==> config.mk <==
export PLATFORM = sky130hd
export DESIGN_NAME = pc_sequencer
export DESIGN_NICKNAME = d
export VERILOG_FILES = /design/src/rtl/cpu_pkg.sv /design/src/rtl/next_pc_mux.sv /design/src/rtl/pc_sequencer.sv
export SDC_FILE = /design/constraint.sdc
export NUM_CORES = 1
export LEC_CHECK = 0
export BUFFER_PORTS_ARGS = -buffer_cell sky130_fd_sc_hd__clkbuf_2
export CELL_PAD_IN_SITES_DETAIL_PLACEMENT = 1
export CELL_PAD_IN_SITES_GLOBAL_PLACEMENT = 1
export CORE_MARGIN = 2
export CORE_UTILIZATION = 34
export DETAILED_ROUTE_END_ITERATION = 8
export PLACE_DENSITY_LB_ADDON = 0.1
export SLEW_MARGIN = 20
export SYNTH_ARGS = -nofsm -noshare
export SYNTH_HDL_FRONTEND = slang
export SYNTH_SLANG_ARGS = --single-unit
==> constraint.sdc <==
create_clock -name clk -period 2.4 [get_ports clk]
set_input_delay 0.6 -clock clk [delete_from_list [all_inputs] [get_ports clk]]
set_output_delay 0.6 -clock clk [all_outputs]
set_load 0.01 [all_outputs]
==> src/rtl/cpu_pkg.sv <==
`default_nettype none
// ============================================================================
// Module      : cpu_pkg
// Description : Shared types and constants for the fetch-stage control of the
//               pipelined MIPS core: sequencer state encoding, default reset
//               and exception addresses, word-address type, and an alignment
//               helper for redirect targets.
// Revision    : 1.0 - initial release
// ============================================================================
package cpu_pkg;

    // 32-bit byte address of an instruction word
    typedef logic [31:0] word_t;

    // Fetch sequencer states
    typedef enum logic [1:0] {
        ST_RESET = 2'd0,
        ST_BOOT  = 2'd1,
        ST_RUN   = 2'd2,
        ST_HALT  = 2'd3
    } state_t;

    localparam word_t C_RESET_PC = 32'h0000_3000;
    localparam word_t C_EXC_VEC  = 32'h0000_4180;

    // Instructions are word aligned; low address bits of a redirect are dropped
    function automatic word_t align_word(input word_t addr);
        return {addr[31:2], 2'b00};
    endfunction

endpackage
`default_nettype wire

==> src/rtl/next_pc_mux.sv <==
`default_nettype none
// ============================================================================
// Module      : next_pc_mux
// Description : Combinational next-PC priority selector with flush decode.
//   pc            in  32  current fetch address
//   run           in  1   sequencer is in RUN
//   halted        in  1   sequencer is in HALT
//   exc_req       in  1   exception redirect request
//   branch_taken  in  1   EX-stage taken branch
//   branch_target in  32  branch destination
//   jump_valid    in  1   ID-stage jump
//   jump_target   in  32  jump destination
//   halt_req      in  1   halt request
//   stall         in  1   hazard stall
//   im_ready      in  1   instruction memory delivers this cycle
//   next_pc       out 32  address to load at the next edge
//   enter_halt    out 1   RUN should move to HALT
//   flush_ifid    out 1   clear IF/ID at the next edge
//   flush_idex    out 1   clear ID/EX at the next edge
// Revision    : 1.0 - initial release
// ============================================================================
module next_pc_mux
    import cpu_pkg::*;
#(
    parameter logic [31:0] EXC_VEC = C_EXC_VEC
) (
    input  logic [31:0] pc,
    input  logic        run,
    input  logic        halted,
    input  logic        exc_req,
    input  logic        branch_taken,
    input  logic [31:0] branch_target,
    input  logic        jump_valid,
    input  logic [31:0] jump_target,
    input  logic        halt_req,
    input  logic        stall,
    input  logic        im_ready,
    output logic [31:0] next_pc,
    output logic        enter_halt,
    output logic        flush_ifid,
    output logic        flush_idex
);

    localparam word_t c_exc_vec = align_word(EXC_VEC);

    always_comb begin
        next_pc    = pc;
        enter_halt = 1'b0;
        flush_ifid = 1'b0;
        flush_idex = 1'b0;

        if (run) begin
            if (exc_req) begin
                next_pc    = c_exc_vec;
                flush_ifid = 1'b1;
                flush_idex = 1'b1;
            end else if (branch_taken) begin
                next_pc    = align_word(branch_target);
                flush_ifid = 1'b1;
                flush_idex = 1'b1;
            end else if (jump_valid) begin
                // The jump's own instruction is in ID and must proceed to EX
                next_pc    = align_word(jump_target);
                flush_ifid = 1'b1;
            end else if (halt_req) begin
                enter_halt = 1'b1;
            end else if (!stall && im_ready) begin
                next_pc = pc + 32'd4;
            end
        end else if (halted) begin
            // Only an exception can wake a halted core
            if (exc_req) begin
                next_pc    = c_exc_vec;
                flush_ifid = 1'b1;
                flush_idex = 1'b1;
            end
        end
    end

endmodule
`default_nettype wire

==> src/rtl/pc_sequencer.sv <==
`default_nettype none
// ============================================================================
// Module      : pc_sequencer
// Description : Fetch-stage control unit. Owns the program counter, sequences
//               reset/boot/run/halt, and arbitrates all next-PC sources.
//   clk           in  1   clock
//   rst           in  1   synchronous active-high reset
//   stall         in  1   hazard stall
//   jump_valid    in  1   ID-stage jump resolved
//   jump_target   in  32  jump destination
//   branch_taken  in  1   EX-stage taken branch
//   branch_target in  32  branch destination
//   exc_req       in  1   exception request
//   halt_req      in  1   halt request
//   im_ready      in  1   instruction memory delivers word at pc
//   pc            out 32  current fetch address
//   im_req        out 1   fetch request
//   if_valid      out 1   fetched word valid for IF/ID
//   flush_ifid    out 1   clear IF/ID on this edge
//   flush_idex    out 1   clear ID/EX on this edge
// Revision    : 1.0 - initial release
// ============================================================================
module pc_sequencer
    import cpu_pkg::*;
#(
    parameter logic [31:0] RESET_PC    = C_RESET_PC,
    parameter logic [31:0] EXC_VEC     = C_EXC_VEC,
    parameter int          BOOT_CYCLES = 0
) (
    input  logic        clk,
    input  logic        rst,
    input  logic        stall,
    input  logic        jump_valid,
    input  logic [31:0] jump_target,
    input  logic        branch_taken,
    input  logic [31:0] branch_target,
    input  logic        exc_req,
    input  logic        halt_req,
    input  logic        im_ready,
    output logic [31:0] pc,
    output logic        im_req,
    output logic        if_valid,
    output logic        flush_ifid,
    output logic        flush_idex
);

    // Last count value of the boot window; BOOT lasts BOOT_CYCLES cycles
    localparam logic [3:0] c_boot_last =
        4'((BOOT_CYCLES > 0) ? (BOOT_CYCLES - 1) : 0);

    state_t      r_state;
    state_t      w_state_nxt;
    logic [3:0]  r_boot_cnt;
    logic [3:0]  w_boot_cnt_nxt;
    word_t       r_pc;
    word_t       w_next_pc;
    logic        w_run;
    logic        w_halted;
    logic        w_enter_halt;

    assign w_run    = (r_state == ST_RUN);
    assign w_halted = (r_state == ST_HALT);

    next_pc_mux #(
        .EXC_VEC (EXC_VEC)
    ) u_next_pc_mux (
        .pc            (r_pc),
        .run           (w_run),
        .halted        (w_halted),
        .exc_req       (exc_req),
        .branch_taken  (branch_taken),
        .branch_target (branch_target),
        .jump_valid    (jump_valid),
        .jump_target   (jump_target),
        .halt_req      (halt_req),
        .stall         (stall),
        .im_ready      (im_ready),
        .next_pc       (w_next_pc),
        .enter_halt    (w_enter_halt),
        .flush_ifid    (flush_ifid),
        .flush_idex    (flush_idex)
    );

    // Next-state logic
    always_comb begin
        w_state_nxt    = r_state;
        w_boot_cnt_nxt = r_boot_cnt;
        case (r_state)
            ST_RESET: begin
                w_boot_cnt_nxt = 4'd0;
                w_state_nxt    = (BOOT_CYCLES > 0) ? ST_BOOT : ST_RUN;
            end
            ST_BOOT: begin
                if (r_boot_cnt == c_boot_last) begin
                    w_state_nxt = ST_RUN;
                end else begin
                    w_boot_cnt_nxt = r_boot_cnt + 4'd1;
                end
            end
            ST_RUN: begin
                if (w_enter_halt) begin
                    w_state_nxt = ST_HALT;
                end
            end
            ST_HALT: begin
                if (exc_req) begin
                    w_state_nxt = ST_RUN;
                end
            end
            default: w_state_nxt = ST_RESET;
        endcase
    end

    // State, boot counter and PC registers; reset overrides any pending redirect
    always_ff @(posedge clk) begin
        if (rst) begin
            r_state    <= ST_RESET;
            r_boot_cnt <= 4'd0;
            r_pc       <= RESET_PC;
        end else begin
            r_state    <= w_state_nxt;
            r_boot_cnt <= w_boot_cnt_nxt;
            r_pc       <= w_next_pc;
        end
    end

    assign pc       = r_pc;
    assign im_req   = w_run;
    assign if_valid = im_req & im_ready & ~stall & ~exc_req & ~branch_taken
                    & ~jump_valid & ~halt_req;

endmodule
`default_nettype wire

==> results of run 1 <==
-- report_power, final --
| group | leakage (µW) | switching (µW) | internal, µW |
|---|---|---|---|
| combinational | 0.00117 | 193 | 154 |
| clock | 0.0000455 | 238 | 235 |
| sequential | 0.000294 | 40.3 | 623 |
-- stage by stage --
stage	power (µW)	instance area [µm²]	utilization	worst slack, ps	hold WS [ps]
final	1480	3510	0.455	202	504
after global routing	1560	3510	0.455	87.8	542
after CTS	1490	3510	0.455	203	512
after detailed placement	1020	3420	0.443	26.9	501
after global placement	1010	3420	0.443	78.0	465
after floorplan	850	2710	-	304	463
-- critical path, delay by kind of cell, from the launching register on --
| family | cells | cell delay (ps) |
|---|---|---|
| flops | 1 | 540 |
| simple gates | 2 | 630 |
| buf+inv | 1 | 130 |
-- logic make-up after synthesis --
group,count (synthesis)
XOR/XNOR,9
AND/OR/NAND/NOR,139
multiplexers,6
buffers and inverters,36
flip-flops,36
other,1
adder cells (fa/ha/maj),3
AO/OA/AOI/OAI,134
-- state kept, by name, summed over array words and instances, names as in the netlist --
register / count
r_boot_cnt: 4
r_state: 2
pc: 30
-- final timing paths --
check	endpoint	slack, ps	cells after the start
setup / recovery	if_valid	200	3
hold / removal	pc[31]	500	2
setup reg to reg	pc[20]	340	6
hold reg to reg	pc[31]	500	2
-- placed cells by master (no fill, tap or decap), types with 4 or more instances in the layout --
| cell type | Yosys | layout |
|---|---|---|
| nor2_1 | 29 | 29 |
| mux2i_1 | 6 | 6 |
| nand2b_1 | 4 | 4 |
| o22ai_1 | 9 | 9 |
| nand3_1 | 14 | 14 |
| o21ai_0 | 25 | 25 |
| a21oi_1 | 24 | 24 |
| o221ai_1 | 4 | 4 |
| nor3_1 | 8 | 8 |
| xor2_1 | 8 | 8 |
| clkbuf_8 | 0 | 6 |
| inv_1 | 15 | 15 |
| clkbuf_2 | 0 | 101 |
| and4_1 | 4 | 4 |
| a31o_2 | 4 | 4 |
| a31oi_1 | 5 | 5 |
| a22oi_1 | 12 | 12 |
| buf_4 | 3 | 25 |
| dfxtp_1 | 36 | 36 |
| o21a_1 | 11 | 11 |
| nand4_1 | 11 | 11 |
| nand2_1 | 42 | 42 |
| and3_1 | 5 | 5 |
| nor2b_1 | 5 | 5 |
-- layer usage --
layer  GRT usage  routed length, µm  vias up
li1            -                  -     1595
met1       0.347               4810     1616
met2       0.429               5220       97
met3      0.0338                613       11
met4      0.0650                157        0
met5           0                  0        -
-- final cells by class --
| cell class | count | area share |
|---|---|---|
| Timing Repair Buffer | 126 | 0.197 |
| Inverter | 16 | 0.0171 |
| Multi-Input combinational cell | 293 | 0.519 |
| Clock buffer | 8 | 0.0256 |
| Sequential cell | 36 | 0.205 |
| Tap cell | 102 | 0.0363 |
==> results.txt, run 1 <==
RSZ-0062 raised after global routing: false
Setup crit start kind: register
Tmin final: 2200 ps
# hold bufs at CTS: 0
Initial antenna violation count: 0
Share of cells above drive strength 1: 0.305
Slew Limit Fails: 0
Leakage power: 0.00151 µW
Port bufs: 101
Largest net degree at the start of global routing: 21
Drc violations: 0
Category of the most critical setup path: reg2out
Xor and xnor area share after synthesis: 0.0291
Row count: 32
Dominant cells by area after synthesis: dfxtp_1 (27%), nand2_1 (5.8%), o21ai_0 (4.6%)
H-tree level count: 2
CP Capture Type: primary output
Die X: 93.2 µm
Setup TNS: 0 ps
Clock Skew: 3.63 ps
Vias/cell: 5.71
Final Non-Filler Cells: 581
Average wire per standard cell: 18.6 µm
Ys flop type: dfxtp_1
Peak supply drop: 0.152 mV
Die area: 0.00869 mm²
Adder-Cell Fraction of Synth Area: 0.0139
EDFF count, synth: 0
Largest family of logic cells by synthesized area: compound AO/OA/AOI/OAI gates
# setup viols final: 0
Critical-path cell list: nor3b_2 -> and3_1 -> clkbuf_2
Tcrit/Tclk final: 0.916
Mux cell area share after synthesis: 0.0222
Antenna cells: 0
Post-Syn Instances: 364
TritonCTS Buffers: 5
Clk root buf: clkbuf_8
First-pass GRT wire length: 17,400 µm
Vias in the first global route: 3,305
Gr usage total: 0.256
Clock Tree Buf Depth: 2
Total number of vias: 3,319
Worst Hold Launch: pc[31]
Register area: 721 µm²
Area Growth Syn to Fin: 29.9%
Hold Vio Cnt, Final: 0
Synth Area in Compound Gates: 0.341
Mapped Area: 0.00271 mm²
Async SR Flop Fraction: 0
CP max stage delay: 540 ps
Synth top area share: 0.266
FF+latch count, synth: 36
DRT Pass-1 Iters: 4
Clock slew at reported path FFs: 80 ps
CP Max Fanout: 12
Layout Nets: 553
Max cap viols: 0
Placed insts: 573
Grt ovf: 0
CP startpoint: r_state[1]
Max frequency: 455 MHz
Skew-Pair Late Insertion Delay: 300 ps
Simple-Gate Fraction of Synth Area: 0.265
Worst Path Arrival: 1600 ps
Yosys cell types: 64
Worst R2R Start: pc[2]
CTS tree: built
Fillers: 1,026
Antenna Nets Post-Route: 0
Num Clock Sinks: 36
Post_cts resized: 0
Cell taking the most area after synthesis: dfxtp_1
Worst hold path type: reg2reg
Pwr Density: 422 mW/mm²
Post-CTS setup buffer count: 0
Worst-margin pin slew: 899 ps
WP data required: 1800 ps
Core area: 0.00773 mm²
Starting density of the core: 0.350
Post-synth top cells: nand2_1 (42), dfxtp_1 (36), nor2_1 (29)
Syn Area/Cell: 7.43 µm²
Headroom to the max-slew limit: 0.399
Multi-input combinational cell area: 0.00182 mm²
Top-count cell post-synth: nand2_1
DP HPWL: 8360 µm
Top Ports: 108
Die H: 93.2 µm
Gpl congestion: 0.886
Yosys warnings: 0
Worst path slowest cell: dfxtp_1
Run status: complete, no violations
Drt total wl: 10,800 µm
DR iter-0 viols: 213
Seq/Total Area, Yosys: 0.266
Note: power is estimated with default switching activity, not from simulation.
==> inputs of run 2 (changes only) <==
--- a/config.mk
+++ b/config.mk
@@ -12,6 +12,7 @@
 export CORE_UTILIZATION = 34
 export DETAILED_ROUTE_END_ITERATION = 8
 export PLACE_DENSITY_LB_ADDON = 0.1
+export RECOVER_POWER = 25
 export SLEW_MARGIN = 20
 export SYNTH_ARGS = -nofsm -noshare
 export SYNTH_HDL_FRONTEND = slang
==> run 2 against run 1 <==
Against the previous run: register-to-register slack about the same; wire length about the same; global-route usage unchanged; worst setup slack improved by 7.7 ps; via count increased by 0.84%; critical endpoint unchanged; largest power group unchanged.
==> results.txt, run 2 (same netlist as run 1, synthesis figures left out) <==
Die X: 93.2 µm
Layout Nets: 553
Leakage power: 0.00145 µW
Share of cells above drive strength 1: 0.269
GRT Max-Usage Layer: met2
Most frequent cells in the layout: clkbuf_2 (84), nand2_1 (42), dfxtp_1 (36), nor2_1 (29)
Tmin final: 2190 ps
CTS tree: built
Setup TNS: 0 ps
Num Clock Sinks: 36
CP Capture Type: primary output
Global-route met1 utilization: 0.347
RSZ-0062 raised after global routing: false
Placed insts: 573
Die H: 93.2 µm
Skew-Pair Late Insertion Delay: 300 ps
Initial antenna violation count: 0
Clock Tree Buf Depth: 2
WHS: 503 ps
Total number of vias: 3,347
Pwr Total: 1480 µW
Clock Skew: 5.11 ps
Post_cts resized: 0
Most common cell after layout, fill and taps aside: clkbuf_2
Grt ovf: 0
DR iter-0 viols: 162
Max cap viols: 0
Setup crit start kind: register
Average wire per standard cell: 18.6 µm
CP Max Fanout: 12
First-pass GRT wire length: 17,400 µm
Final Non-Filler Cells: 581
Worst Path Arrival: 1590 ps
GRT met3 Usage: 0.0338
Post-CTS setup buffer count: 0
Top Ports: 108
Gr usage total: 0.256
Cell count of the worst reg-to-reg path: 6
H-tree level count: 2
Antenna Nets Post-Route: 0
R2R Setup Slk: 350 ps
Worst-margin pin slew: 901 ps
Largest net degree at the start of global routing: 21
Worst R2R Start: pc[2]
Slew Limit Fails: 0
Worst hold path type: reg2reg
Port bufs: 101
Drc violations: 0
Setup crit end: if_valid
# setup viols final: 0
Die area: 0.00869 mm²
Antenna cells: 0
Row count: 32
Vias/cell: 5.76
Tcrit/Tclk final: 0.913
Peak supply drop: 0.151 mV
Number of flip-flops in the largest register: 30
Clk root buf: clkbuf_8
Worst Hold Launch: pc[31]
Gpl congestion: 0.886
Drt total wl: 10,800 µm
Clock slew at reported path FFs: 70 ps
Vias in the first global route: 3,305
DRT Pass-1 Iters: 4
Headroom to the max-slew limit: 0.398
CP startpoint: r_state[1]
Pwr Density: 424 mW/mm²
Met2 usage: 0.429
R2r endpoint: pc[20]
Run status: complete, no violations
# hold bufs at CTS: 0
Starting density of the core: 0.350
Category of the most critical setup path: reg2out
Max frequency: 457 MHz
Core area: 0.00773 mm²
Hold Vio Cnt, Final: 0
TritonCTS Buffers: 5
WP data required: 1800 ps
Area Growth Syn to Fin: 29.1%
DP HPWL: 8360 µm
[run 2: cell counts in the layout (fill, tap and decap cells not counted)]
No cell type changed its count.
[run 2: critical path, cell delays in order (launching register included)]
cell and delay [ps]:
dfxtp_1 530, nor3b_2 410, and3_1 220, clkbuf_2 130
[run 2: how the worst min path moves through the flow]
stage                     cells past startpoint  slack, ps       endpoint
final                                         2        500         pc[31]
after global routing                          2        540         pc[31]
after detailed placement                      2        500         pc[31]
after CTS                                     2        510         pc[31]
after global placement                        2        470         pc[31]
after floorplan                               2        460  r_boot_cnt[3]
[run 2: final cells by class]
class                   count  area (µm²)
repair buffers            126         672
flip-flops and latches     36         721
well taps                 102         128
clock buffers               8        90.1
multi-input cells         293        1820
fillers                  1032        4240
inverters                  16        60.1
[run 2: where the power goes]
group / switching [µW] / leakage [µW] / total (µW) / internal (µW)
Clock: 238 / 0.0000455 / 473 / 235
Sequential: 40.1 / 0.000294 / 663 / 623
Combinational: 193 / 0.00111 / 344 / 151
[run 2: routing by layer]
metal  part of all wire  vias to the layer above
met1               0.44                     1633
met3              0.058                        9
li1                   -                     1598
met5                  0                        -
met2               0.49                      107
met4              0.011                        0
[run 2: stage by stage]
| stage | util | instance area (µm²) | setup WS, ps |
|---|---|---|---|
| finish | 0.452 | 3490 | 210 |
| detailed placement | 0.443 | 3420 | 26.9 |
| global route | 0.452 | 3490 | 87.8 |
| CTS | 0.455 | 3510 | 203 |
| floorplan | - | 2710 | 304 |
| global placement | 0.443 | 3420 | 78.0 |
==> inputs of run 3 (changes only) <==
--- a/config.mk
+++ b/config.mk
@@ -13,6 +13,7 @@
 export DETAILED_ROUTE_END_ITERATION = 8
 export PLACE_DENSITY_LB_ADDON = 0.1
 export RECOVER_POWER = 25
+export REMOVE_ABC_BUFFERS = 1
 export SLEW_MARGIN = 20
 export SYNTH_ARGS = -nofsm -noshare
 export SYNTH_HDL_FRONTEND = slang
==> run 3 against run 2 <==
Against the previous run: worst hold slack lost 6.7 ps; sequential cell count is the same; clock power grew 6.1%; critical endpoint unchanged; non-clock buffer count grew 6; wire length grew 0.53%; worst setup slack lost 31 ps; maximum frequency shrank 1.4%.
==> results.txt, run 3 (same netlist as run 1, synthesis figures left out) <==
First-pass GRT wire length: 17,200 µm
Area Growth Syn to Fin: 31.0%
Run status: complete, no violations
WP depth: 3
Clock Skew: 3.17 ps
DP HPWL: 8390 µm
Skew-Pair Late Insertion Delay: 300 ps
Vias in the first global route: 3,406
Drt total wl: 10,900 µm
Clock slew at reported path FFs: 80 ps
Antenna Nets Post-Route: 0
Setup crit end: if_valid
Max cap viols: 0
Initial antenna violation count: 0
Pre-CTS setup slack: 78.6 ps
Row count: 32
Cell count of the worst reg-to-reg path: 7
Leakage power: 0.00148 µW
# hold bufs at CTS: 0
Grt ovf: 0
CTS tree: built
Category of the most critical setup path: reg2out
Pwr Density: 428 mW/mm²
Share of cells above drive strength 1: 0.281
Slew Limit Fails: 0
Worst Path Arrival: 1620 ps
R2r endpoint: pc[24]
CP max stage delay: 540 ps
Worst hold path type: reg2reg
WP data required: 1800 ps
Clock Tree Buf Depth: 2
Post-layout worst setup margin: 179 ps
Port bufs: 101
DR iter-0 viols: 155
Critical-path cell list: nor3b_2 -> and3_1 -> clkbuf_2
DRT Pass-1 Iters: 4
Worst R2R Start: pc[2]
Vias/cell: 5.74
Starting density of the core: 0.350
Most common cell after layout, fill and taps aside: clkbuf_2
Worst path slowest cell: dfxtp_1
Drc violations: 0
Largest net degree at the start of global routing: 21
RSZ-0062 raised after global routing: false
Tmin final: 2220 ps
Core area: 0.00773 mm²
Top Ports: 108
Peak supply drop: 0.173 mV
TritonCTS Buffers: 5
Hold Vio Cnt, Final: 0
Post-CTS setup buffer count: 0
Worst path bufs/invs: 1
Setup TNS: 0 ps
Total number of vias: 3,361
Number of flip-flops in the largest register: 30
Die area: 0.00869 mm²
H-tree level count: 2
Die H: 93.2 µm
Gr usage total: 0.253
Average wire per standard cell: 18.5 µm
Clk root buf: clkbuf_8
Worst-margin pin slew: 871 ps
Pwr Total: 1520 µW
Antenna cells: 0
Layout Nets: 559
Post_cts resized: 0
CP Max Fanout: 12
R2R Setup Slk: 230 ps
Most frequent cells in the layout: clkbuf_2 (84), nand2_1 (42), dfxtp_1 (36), buf_4 (31), nor2_1 (29)
Setup crit start kind: register
CP startpoint: r_state[1]
Gpl congestion: 0.899
Max frequency: 450 MHz
Tcrit/Tclk final: 0.926
CP Capture Type: primary output
Worst path top cell family by delay: simple AND/OR/NAND/NOR gates
Num Clock Sinks: 36
Die X: 93.2 µm
# setup viols final: 0
Headroom to the max-slew limit: 0.418
run 3: changes by cell type in the layout (fill, tap and decap cells not counted):
cell / change
clkbuf_1: -2
buf_4: +6
clkbuf_8: +1
run 3: worst register-to-register path, cell delays in order, from the launching register on:
cell and delay [ps]:
dfxtp_1 460, ha_1 270, nand4_1 200, nor4_1 420, buf_4 200, a21boi_0 70
o21ai_0 300, a221oi_1 120
run 3: stage by stage:
| step | cells | instance area, µm² | utilization | hold slack [ps] |
|---|---|---|---|---|
| after CTS | 586 | 3560 | 0.461 | 504 |
| final | 586 | 3540 | 0.459 | 497 |
| after global placement | 579 | 3470 | 0.449 | 467 |
| after floorplan | 345 | 2600 | - | 457 |
| after detailed placement | 579 | 3470 | 0.449 | 493 |
| after global routing | 586 | 3540 | 0.459 | 531 |
run 3: where the power goes:
part           total, µW  internal (µW)  switching, µW
Clock                502            256            246
Sequential           662            622           39.6
Combinational        351            156            195
Total               1520           1040            480
run 3: how the worst min path moves through the flow:
stage	start	endpoint	depth (start not counted)
6_report	pc[31]	pc[31]	2
3_5_place_dp	r_boot_cnt[3]	r_boot_cnt[3]	2
4_1_cts	r_boot_cnt[3]	r_boot_cnt[3]	2
3_3_place_gp	pc[31]	pc[31]	2
2_1_floorplan	r_boot_cnt[3]	r_boot_cnt[3]	2
5_1_grt	r_boot_cnt[3]	r_boot_cnt[3]	2
run 3: cell type report:
type | instances | area, µm²
clock buffer | 7 | 96.3
inverter | 16 | 60.1
fill | 1031 | 4180
tap | 102 | 128
sequential | 36 | 721
timing repair buffer | 132 | 717
multi-input combinational | 293 | 1820
run 3: layer usage:
layer | track usage | vias to the layer above | wire length (µm) | part of all wire
li1 | - | 1610 | - | -
met1 | 0.315 | 1637 | 4600 | 0.42
met2 | 0.453 | 98 | 5480 | 0.50
met3 | 0.0379 | 16 | 583 | 0.054
met4 | 0.0711 | 0 | 199 | 0.018
met5 | 0 | - | 0 | 0
